## config.mk

```make
export PLATFORM = sky130hd
export DESIGN_NAME = csr_commit_seq
export DESIGN_NICKNAME = d
export VERILOG_FILES = /design/src/rtl/csr_commit_seq_pkg.sv /design/src/rtl/csr_commit_seq.sv
export SDC_FILE = /design/constraint.sdc
export NUM_CORES = 1
export LEC_CHECK = 0
export CAP_MARGIN = 25
export CORE_MARGIN = 2
export CORE_UTILIZATION = 41
export CTS_CLUSTER_SIZE = 10
export DETAILED_ROUTE_END_ITERATION = 8
export GPL_TIMING_DRIVEN = 1
export PLACE_DENSITY = 0.87
export RECOVER_POWER = 100
export SYNTH_ARGS = -nofsm -noshare
export SYNTH_HDL_FRONTEND = slang
export SYNTH_SLANG_ARGS = --single-unit
```

## constraint.sdc

```tcl
create_clock -name clock -period 3.7 [get_ports clock]
set_input_delay 0.74 -clock clock [delete_from_list [all_inputs] [get_ports clock]]
set_output_delay 0.74 -clock clock [all_outputs]
set_load 0.01 [all_outputs]
```

## src/rtl/csr_commit_seq_pkg.sv

```systemverilog
// Shared types for the CSR commit sequencer and its neighbours.
//   csr_kind_e : class of micro-op handled by the sequencer
//   csr_op_e   : CSR file access operation (READ/WRITE/SET/CLEAR)
//   csr_set_t  : {csr_enable, csr_op} command to the CSR file
//   *_ADDR_DEF : machine-mode addresses used for trap entry/return targets
package csr_commit_seq_pkg;

    typedef enum logic [1:0] {
        KIND_CSR   = 2'd0,
        KIND_ECALL = 2'd1,
        KIND_MRET  = 2'd2
    } csr_kind_e;

    typedef enum logic [1:0] {
        CSR_READ  = 2'd0,
        CSR_WRITE = 2'd1,
        CSR_SET   = 2'd2,
        CSR_CLEAR = 2'd3
    } csr_op_e;

    typedef struct packed {
        logic    csr_enable;
        csr_op_e csr_op;
    } csr_set_t;

    localparam logic [11:0] CSR_MTVEC_ADDR_DEF = 12'h305;
    localparam logic [11:0] CSR_MEPC_ADDR_DEF  = 12'h341;

endpackage

```

## src/rtl/csr_commit_seq.sv

```systemverilog
// CSR commit sequencer. Holds one CSR/ECALL/MRET micro-op until it is at the
// ROB head, then performs the single CSR file access (CSR ops) or the trap
// entry/return (ECALL/MRET) with a front-end redirect.
// Ports:
//   clock, reset                  : clock, synchronous active-high reset
//   req_*                         : op from issue, valid/ready handshake
//   head_valid, head_tag          : current ROB head
//   flush                         : squash; drops an op still waiting for head
//   csr_set, csr_name, csr_wdata,
//   csr_pc, ecall, mret, csr_rdata: CSR file access port
//   wb_*                          : old CSR value onto the CDB (CSR ops only)
//   redirect_valid, redirect_pc   : trap / return redirect (retires the op)
//   busy                          : an op is in flight
module csr_commit_seq
    import csr_commit_seq_pkg::*;
#(
    parameter int          TAG_W          = 5,
    parameter logic [11:0] CSR_MTVEC_ADDR = CSR_MTVEC_ADDR_DEF,
    parameter logic [11:0] CSR_MEPC_ADDR  = CSR_MEPC_ADDR_DEF
) (
    input  logic             clock,
    input  logic             reset,
    input  logic             req_valid,
    output logic             req_ready,
    input  csr_kind_e        req_kind,
    input  logic [TAG_W-1:0] req_tag,
    input  csr_op_e          req_csr_op,
    input  logic [11:0]      req_csr_name,
    input  logic [31:0]      req_wdata,
    input  logic             req_no_write,
    input  logic [31:0]      req_pc,
    input  logic             head_valid,
    input  logic [TAG_W-1:0] head_tag,
    input  logic             flush,
    output csr_set_t         csr_set,
    output logic [11:0]      csr_name,
    output logic [31:0]      csr_wdata,
    output logic [31:0]      csr_pc,
    output logic             ecall,
    output logic             mret,
    input  logic [31:0]      csr_rdata,
    output logic             wb_valid,
    input  logic             wb_ready,
    output logic [TAG_W-1:0] wb_tag,
    output logic [31:0]      wb_data,
    output logic             redirect_valid,
    output logic [31:0]      redirect_pc,
    output logic             busy
);

    localparam logic [2:0] IDLE      = 3'd0;
    localparam logic [2:0] WAIT_HEAD = 3'd1;
    localparam logic [2:0] EXEC      = 3'd2;
    localparam logic [2:0] WB        = 3'd3;
    localparam logic [2:0] TRAP      = 3'd4;

    logic [2:0]       state;
    logic [TAG_W-1:0] tag_q;
    csr_kind_e        kind_q;
    csr_op_e          op_q;
    logic [11:0]      name_q;
    logic [31:0]      wdata_q;
    logic             no_write_q;
    logic [31:0]      pc_q;
    logic [31:0]      wb_data_q;

    logic head_match;
    logic in_exec;
    logic in_trap;

    assign head_match = head_valid && (head_tag == tag_q);

    // Side-effect strobes are masked while reset is high so an op caught in
    // EXEC or TRAP by a synchronous reset never touches the CSR file.
    assign in_exec = (state == EXEC) && !reset;
    assign in_trap = (state == TRAP) && !reset;

    always_ff @(posedge clock) begin
        if (reset) begin
            state      <= IDLE;
            tag_q      <= '0;
            kind_q     <= KIND_CSR;
            op_q       <= CSR_READ;
            name_q     <= '0;
            wdata_q    <= '0;
            no_write_q <= 1'b0;
            pc_q       <= '0;
            wb_data_q  <= '0;
        end else begin
            case (state)
                IDLE: begin
                    if (req_valid && req_ready) begin
                        tag_q      <= req_tag;
                        kind_q     <= req_kind;
                        op_q       <= req_csr_op;
                        name_q     <= req_csr_name;
                        wdata_q    <= req_wdata;
                        no_write_q <= req_no_write;
                        pc_q       <= req_pc;
                        state      <= WAIT_HEAD;
                    end
                end
                WAIT_HEAD: begin
                    // Still speculative here, so a flush wins over reaching head.
                    // An undefined kind is dropped rather than executed.
                    if (flush) begin
                        state <= IDLE;
                    end else if (head_match) begin
                        case (kind_q)
                            KIND_CSR:   state <= EXEC;
                            KIND_ECALL: state <= TRAP;
                            KIND_MRET:  state <= TRAP;
                            default:    state <= IDLE;
                        endcase
                    end
                end
                EXEC: begin
                    wb_data_q <= csr_rdata;
                    state     <= WB;
                end
                WB: begin
                    if (wb_ready) begin
                        state <= IDLE;
                    end
                end
                TRAP: begin
                    state <= IDLE;
                end
                default: begin
                    state <= IDLE;
                end
            endcase
        end
    end

    // The CSR address follows the latched op except during TRAP, where the
    // trap target register is read instead.
    always_comb begin
        csr_set.csr_enable = in_exec;
        csr_set.csr_op     = CSR_READ;
        if (in_exec && !no_write_q) begin
            csr_set.csr_op = op_q;
        end

        csr_name = name_q;
        if (state == TRAP) begin
            csr_name = (kind_q == KIND_ECALL) ? CSR_MTVEC_ADDR : CSR_MEPC_ADDR;
        end

        ecall          = in_trap && (kind_q == KIND_ECALL);
        mret           = in_trap && (kind_q == KIND_MRET);
        redirect_valid = in_trap;
        redirect_pc    = in_trap ? csr_rdata : 32'd0;
    end

    assign csr_wdata = wdata_q;
    assign csr_pc    = pc_q;
    assign req_ready = (state == IDLE) && !flush;
    assign busy      = (state != IDLE);
    assign wb_valid  = (state == WB) && !reset;
    assign wb_tag    = tag_q;
    assign wb_data   = wb_data_q;

endmodule

```

==> results.toml, run 1 <==
[cts]
cts_hold_buf = 0
cts.sinks = 121
numCtsBuffers = 17
path_clk_slew_ns = 0.05
clk_latency_ns = 0.40
cts_resized = 0
htree_num_levels = 4
cts_root_buffer = "clkbuf_16"
cts_buffer_depth = 2
cts_tree = "built"
cts_setup_buffers = 0

[setup_path]
rr_endpoint = "wb_data[0]"
worst-path-max-fanout = 48
cp-end-kind = "output pin"
r2r-start = "state[2]"
crit_arrival_ns = 2.54
start_kind = "primary input"
ff2ff_setup_slack_ns = 1.29
reg2reg_depth = 5
critical_path_class = "primary input to output pin"
required_ns = 2.96

[timing]
skew_ns = 0.006462
period_minus_slack_ns = 3.278
slew-limit-headroom = 0.06328
finalHoldViolations = 0
setup_violations = 0
tightestPinTransition_ns = 1.405
finalSetupTns_ns = 0
fmax_mhz = 305.1
rsz0062_at_grt = "no"
final_max_slew_viol_count = 0
final.period_utilization = 0.8859

[hold_path]
holdPathEnd = "csr_wdata[5]"
hp-start = "csr_wdata[5]"
hold_depth = 2
min_path_type = "register to register"

[logic_synthesis]
async_reset_ff_frac = 0
syn_area_per_cell_um2 = 7.772
ys_seq_elements = 121
synth_most_common_cell = "nand2_1"
synth_top_cell_by_area = "dfxtp_1"
synth_nets = 742
synth_common_cells = "nand2_1, dfxtp_1, a21oi_1"
synth_top_area_share = 0.5110
yosysUniqueCellTypes = 27
synthFlopType = "dfxtp_1"
synth_edf_count = 0
yosysWarningCount = 0
synth_area_leaders = "dfxtp_1, nand2_1, a21oi_1"
yosysSeqAreaShare = 0.5110
syn_area_um2 = 4741
synth_cells = 610

[routing]
post_drt_wl_per_cell_um = 14.43
drt_iter0_drc = 286
wl_um = 14870
vias = 4952
drt-pass1-iter-count = 4
final_antenna_net_count = 0
via_per_inst = 4.808
drc = 0

[floorplan]
initial_utilization = 0.4170
die_h_um = 111.5
die_x_um = 111.5
top_level_ports = 283
core_area_um2 = 11370
core.rowCount = 39
die-area_um2 = 12440

[place]
place_congestion = 0.7875
hpwlAfterDp_um = 10510
io_buffers = 282

[global_route]
grt_pass1_vias = 4757
track_usage = 0.2333
grt_max_degree = 87
grt_remaining_overflow = 0
antenna_found_initial = 0
grt_pass1_wl_um = 23380

[power]
finalPower_mw = 3.437
cellPowerDensity_nw_per_um2 = 421.7
p_leak_nw = 3.309
irDropWorstVdd_uv = 231.1

[cells_and_area]
diodes = 0
nets = 1006
nFillCells = 874
drive_gt1_frac = 0.05186
syn_to_final_growth_pct = 71.92

[job]
maxCapViolCount = 0

[outcome]
status = "finished clean"
-- kinds of logic (layout without fill, tap and decap cells) --
kind of cell | Yosys count | count (layout) | synth area share
compound gates | 124 | 124 | 0.1328
simple gates | 307 | 307 | 0.2779
mux | 1 | 1 | 0.002375
xor+xnor | 5 | 5 | 0.009237
fa+ha+maj | 3 | 3 | 0.007919
flops | 121 | 121 | 0.5110
buf+inv | 49 | 326 | 0.05886
-- routing by layer --
metal | vias to the layer above | part of all wire | global-route usage
met4 | 0 | 0.018 | 0.09053
met5 | - | 0 | 0
met2 | 196 | 0.50 | 0.4130
met1 | 2242 | 0.40 | 0.2602
met3 | 21 | 0.083 | 0.07621
li1 | 2493 | - | -
-- final cells by class --
| class | instances | area, um2 | share of cell area |
|---|---|---|---|
| clock buffers | 20 | 456.7 | 0.05603 |
| clock inverters | 12 | 148.9 | 0.01827 |
| inverters | 3 | 11.26 | 0.001382 |
| multi-input cells | 440 | 2044 | 0.2508 |
| flip-flops and latches | 121 | 2422 | 0.2972 |
| well taps | 143 | 178.9 | 0.02195 |
| repair buffers | 291 | 2888 | 0.3543 |
-- placed cells by master (no fill, tap or decap) --
master,instances
o31a_1,1
clkdlybuf4s50_1,160
dfxtp_1,121
nand2b_2,1
and2_1,31
or2_0,1
o21ai_0,2
clkbuf_8,2
clkinvlp_4,4
buf_12,1
nand3b_1,1
or2_2,3
or4_1,1
clkbuf_2,2
nor4_1,1
or3_4,1
a21oi_1,119
nor3_1,4
clkinv_2,4
nor2b_1,9
nor4b_1,3
clkinv_4,1
inv_1,3
and2_0,3
buf_4,5
nor2_2,1
a21o_1,1
clkbuf_1,3
mux2_2,1
bufinv_16,3
a211oi_1,1
nor2_1,5
ha_1,3
nand2_1,239
clkbuf_16,17
dlygate4sd3_1,121
nand2b_1,3
xnor2_1,5
-- worst max-delay path, stage by stage --
cell	delay [ns]
buf_4	0.25
nor3_1	0.23
clkbuf_2	0.49
and2_1	0.20
dlygate4sd3_1	0.60
-- state kept, by name (all words and copies together) (netlist names) --
name,cells
csr_pc,32
csr_wdata,32
kind_q,2
name_q,12
no_write_q,1
op_q,2
state,3
wb_data,32
wb_tag,5
-- how the worst max path moves through the flow --
stage	startpoint	end	slack, ns	cells past startpoint
2_1_floorplan	reset	redirect_pc[22]	1.16	4
3_3_place_gp	reset	ecall	0.72	5
3_5_place_dp	reset	redirect_pc[16]	0.70	5
4_1_cts	reset	redirect_pc[16]	0.70	5
5_1_grt	reset	redirect_pc[13]	0.30	5
6_report	reset	redirect_pc[29]	0.42	5
-- power by group --
part / switching, mW / leakage [nW] / internal (mW)
Clock: 0.589 / 0.288 / 1.09
Sequential: 0.0229 / 0.984 / 1.35
Combinational: 0.163 / 2.04 / 0.220
-- stage by stage --
step	cell area (um2)	utilization	hold WS (ns)	setup WS [ns]	instances
2_1_floorplan	4741	-	0.4316	1.156	610
3_3_place_gp	7570	0.6658	0.4374	0.7229	998
3_5_place_dp	7570	0.6658	0.4421	0.6993	998
4_1_cts	8175	0.7190	0.4498	0.7002	1030
5_1_grt	8150	0.7168	0.4624	0.3020	1030
6_report	8150	0.7168	0.4477	0.4222	1030
No activity file was read; power rests on OpenSTA's default activity.
==> run 2, diff against run 1 <==
- CORE_MARGIN: 2 -> 5
- REMOVE_ABC_BUFFERS: unset -> 1
==> run 2 against run 1 <==
Against the previous run: clock power is 7% lower; worst hold slack worse by 0.0013 ns; design area is 0.11% lower; global-route usage is 0.82 points lower; critical endpoint is now redirect_pc[20].
==> results.toml, run 2 (synthesized netlist as in run 1, its figures left out) <==
[job]
maxCapViolCount = 0

[cells_and_area]
diodes = 0
layout_common_cells = "nand2_1, dlygate4sd3_1, clkdlybuf4s50_1"
syn_to_final_growth_pct = 71.73
nets = 1007
multiInputGateArea_um2 = 2047
nFillCells = 848
drive_gt1_frac = 0.05293
layout_commonest_cell = "nand2_1"
regArea_um2 = 2422
fin_cells = 1031

[place]
hpwlAfterDp_um = 11770
place_congestion = 0.8372
dp.cells = 999
io_buffers = 282
preCtsSetupSlack_ns = 0.8376

[timing]
skew_ns = 0.01088
slew-limit-headroom = 0.1346
worst_slack_ns = 0.5542
finalHoldViolations = 0
final.period_utilization = 0.8502
period_minus_slack_ns = 3.146
final_max_slew_viol_count = 0
fmax_mhz = 317.9
tightestPinTransition_ns = 1.298
rsz0062_at_grt = "no"
setup_violations = 0

[global_route]
track_usage = 0.2251
grt_max_degree = 85
grt_remaining_overflow = 0
antenna_found_initial = 0
grt_pass1_wl_um = 25430
grt_pass1_vias = 4938

[setup_path]
critical_path_class = "primary input to output pin"
crit_path_start = "reset"
rr_endpoint = "csr_pc[27]"
start_kind = "primary input"
crit_end = "redirect_pc[20]"
r2r-start = "state[2]"
worst-path-max-fanout = 35
cp-end-kind = "output pin"
ff2ff_setup_slack_ns = 1.37
reg2reg_depth = 5
required_ns = 2.96
crit_arrival_ns = 2.41

[cts]
numCtsBuffers = 17
cts_resized = 0
path_clk_slew_ns = 0.06
cts_setup_buffers = 0
cts_tree = "built"
htree_num_levels = 4
clk_latency_ns = 0.41
cts_root_buffer = "clkbuf_16"
cts.sinks = 121
cts_buffer_depth = 2
cts_hold_buf = 0

[routing]
drt-pass1-iter-count = 4
drt_iter0_drc = 237
via_per_inst = 4.820
drc = 0
final_antenna_net_count = 0
wl_um = 15970
vias = 4969
post_drt_wl_per_cell_um = 15.49

[hold_path]
min_path_type = "register to register"
hp-start = "csr_wdata[8]"

[floorplan]
top_level_ports = 283
initial_utilization = 0.4170
core_area_um2 = 11370
core.rowCount = 39
die_x_um = 117.5
die-area_um2 = 13810
die_h_um = 117.5

[outcome]
status = "finished clean"

[power]
irDropWorstVdd_uv = 327.5
cellPowerDensity_nw_per_um2 = 408.2
finalPower_mw = 3.323
p_leak_nw = 3.410
-- run 2: cell count changes in the layout (fill, tap and decap cells not counted), moves of 2 or more --
| cell | change |
|---|---|
| and2_1 | +3 |
| clkinv_2 | -2 |
| bufinv_16 | -2 |
| clkdlybuf4s50_1 | -30 |
| clkinv_4 | +3 |
| and2_0 | -3 |
| dlygate4sd3_1 | +30 |
-- run 2: cell type report --
cell class / count / share of cell area
clock inverter: 13 / 0.01491
inverter: 3 / 0.001383
timing repair buffer: 292 / 0.3572
multi-input combinational: 440 / 0.2514
sequential: 121 / 0.2975
clock buffer: 19 / 0.05563
tap: 143 / 0.02198
-- run 2: routing by layer --
layer / global-route usage / part of all wire / vias up
li1: - / - / 2489
met1: 0.2318 / 0.37 / 2231
met2: 0.3943 / 0.50 / 224
met3: 0.1139 / 0.12 / 25
met4: 0.07599 / 0.020 / 0
met5: 0 / 0 / -
-- run 2: power by group --
group          total, mW  internal, mW  switching (mW)  leakage (nW)
Sequential          1.37          1.35          0.0234         0.984
Combinational      0.388         0.221           0.166          2.16
Clock               1.56         0.961           0.601         0.268
-- run 2: worst min path at each step --
stage	cells after the start	slack, ns	end
2_1_floorplan	2	0.43	op_q[0]
3_3_place_gp	2	0.44	name_q[8]
3_5_place_dp	2	0.44	name_q[3]
4_1_cts	2	0.45	name_q[5]
5_1_grt	2	0.47	csr_wdata[14]
6_report	2	0.45	csr_wdata[8]
-- run 2: worst max-delay path: stages --
cell	delay, ns
clkbuf_2	0.30
nor3_1	0.27
buf_4	0.29
and2_1	0.18
dlygate4sd3_1	0.61
-- run 2: metrics by stage --
step,area (um2),utilization,setup TNS [ns],hold slack (ns)
after CTS,8172,0.7187,0,0.4503
after floorplan,4473,-,-29.78,0.4255
after global placement,7582,0.6669,0,0.4380
after global routing,8142,0.7161,0,0.4696
final,8142,0.7161,0,0.4464
after detailed placement,7597,0.6682,0,0.4422
==> run 3, diff against run 2 <==
- ABC_AREA: unset -> 1
- PLACE_DENSITY: 0.87 -> 0.86
==> run 3 against run 2 <==
Against the previous run: non-clock buffer count down 3; design area is 1.2% higher; die area rose by 2.3%; worst hold slack better by 0.0065 ns; clock skew grew 0.0030 ns; via count up 3.5%; total power increased by 36%; area after synthesis up 2.5%; setup slack got worse by 0.11 ns; critical endpoint is now redirect_pc[12].
==> results.toml, run 3 <==
[outcome]
status = "finished clean"

[power]
irDropWorstVdd_uv = 445.6
cellPowerDensity_nw_per_um2 = 548.5
p_leak_nw = 3.652

[timing]
skew_ns = 0.01385
final_max_slew_viol_count = 0
rsz0062_at_grt = "no"
slew-limit-headroom = 0.1657
tightestPinTransition_ns = 1.251
final.period_utilization = 0.8808
finalHoldViolations = 0
period_minus_slack_ns = 3.259
finalSetupTns_ns = 0
setup_violations = 0
worst_hold_slack_ns = 0.4529
fmax_mhz = 306.9

[floorplan]
core.rowCount = 39
core_area_um2 = 11520
die-area_um2 = 14130
top_level_ports = 283
initial_utilization = 0.4221
die_h_um = 118.9
die_x_um = 118.9

[cts]
cts.sinks = 121
cts_root_buffer = "clkbuf_16"
cts_tree = "built"
path_clk_slew_ns = 0.05
cts_hold_buf = 0
numCtsBuffers = 17
cts_setup_buffers = 0
cts_resized = 0
htree_num_levels = 4
clk_latency_ns = 0.41
cts_buffer_depth = 2

[setup_path]
start_kind = "register"
required_ns = 2.96
slowest_delay_ns = 0.64
cp.buffers_inverters = 4
critical_path_class = "register to output pin"
cp_top_family = "buffers and inverters"
cpMostUsedCell = "inv_2"
crit_chain = "inv_2, nor3_4, inv_4, nor2_4, inv_2, nor2_1, dlygate4sd3_1"
worst_path_max_delay_cell = "dlygate4sd3_1"
cp-end-kind = "output pin"
crit_arrival_ns = 2.52
worst-path-max-fanout = 34

[logic_synthesis]
synth_top_cell_by_area = "dfxtp_1"
ys_seq_elements = 121
synthXorXnorAreaFrac = 0
synth_cells = 639
yosysUniqueCellTypes = 23
syn_area_um2 = 4861
synth_edf_count = 0
synthFlopType = "dfxtp_1"
synth_area_leaders = "dfxtp_1, a21oi_1, nand3_1"
syn_area_per_cell_um2 = 7.607
yosys.area_share.simple = 0.2008
yosysWarningCount = 0
synth_mux_area_frac = 0
synth_compound_area_frac = 0.1828
yosysSeqAreaShare = 0.4983
synth_adder_area_share = 0.007722
synth_most_common_cell = "a21oi_1"
async_reset_ff_frac = 0
synth_common_cells = "a21oi_1, dfxtp_1, nand2_1"
synth_top_area_share = 0.4983
synth_top_family_by_area = "simple AND/OR/NAND/NOR gates"

[place]
io_buffers = 282
hpwlAfterDp_um = 12220
place_congestion = 0.8586
placed_area_um2 = 7667

[cells_and_area]
syn_to_final_growth_pct = 69.50
layout_commonest_cell = "dlygate4sd3_1"
layout_common_cells = "dlygate4sd3_1, clkdlybuf4s50_1, a21oi_1"
drive_gt1_frac = 0.05824
fin_util = 0.7155
nets = 1029
diodes = 0
final_cell_area_um2 = 8239

[routing]
drc = 0
final_antenna_net_count = 0
post_drt_wl_per_cell_um = 16.00
wl_um = 16850
drt-pass1-iter-count = 5
via_per_inst = 4.886
drt_iter0_drc = 383
vias = 5145

[global_route]
grt_max_degree = 66
track_usage = 0.2272
antenna_found_initial = 0
grt_pass1_wl_um = 25740
grt_remaining_overflow = 0
grt_pass1_vias = 4832

[job]
maxCapViolCount = 0

[hold_path]
min_path_type = "register to register"
[run 3: cell count changes in the layout (fill, tap and decap cells not counted), moves of 8 or more]
cell     change
nor2_1      +43
inv_1       +62
nor2b_1      -8
o21ai_0     +52
nand3_1     +68
nand2_1    -152
and2_1      -34
[run 3: through the flow]
step                      setup slack (ns)  power (mW)  std cells
after global placement              0.9301       2.927       1020
after floorplan                     0.5909       2.183        589
after CTS                           0.4468       4.652       1053
final                               0.4411       4.519       1053
after detailed placement            0.8497       2.966       1021
after global routing                0.2952       4.752       1053
[run 3: routing by layer]
metal	track usage	share of wire	vias to the layer above
li1	-	-	2599
met1	0.2606	0.40	2349
met2	0.4053	0.52	169
met3	0.06209	0.059	28
met4	0.08255	0.021	0
met5	0	0	-
[run 3: logic make-up after synthesis]
kind of cell,Yosys count
flops,121
simple gates,219
buf+inv,119
compound gates,177
fa+ha+maj,3
[run 3: layout make-up]
class                   instances  area (um2)
repair buffers                289        2882
inverters                      69       261.5
clock inverters                13       170.2
flip-flops and latches        121        2422
clock buffers                  19       432.9
multi-input cells             399        1892
well taps                     143       178.9
fillers                       916        3277
[run 3: final timing paths]
check            start               to  depth (start not counted)  slack, ns
max           state[2]  redirect_pc[12]                          7       0.44
min          name_q[0]        name_q[0]                          2       0.45
max reg2reg   state[2]    csr_wdata[10]                          6       1.35
min reg2reg  name_q[0]        name_q[0]                          2       0.45
[run 3: where the power goes]
group	internal (mW)	switching, mW
combinational	0.570	0.657
clock	1.07	0.608
sequential	1.52	0.0976
total	3.16	1.36
[run 3: tightest hold or removal path: cells and delay by family, from the launching register on]
kind,cells,cell delay (ns)
flops,1,0.29
buf+inv,1,0.06
compound gates,1,0.05
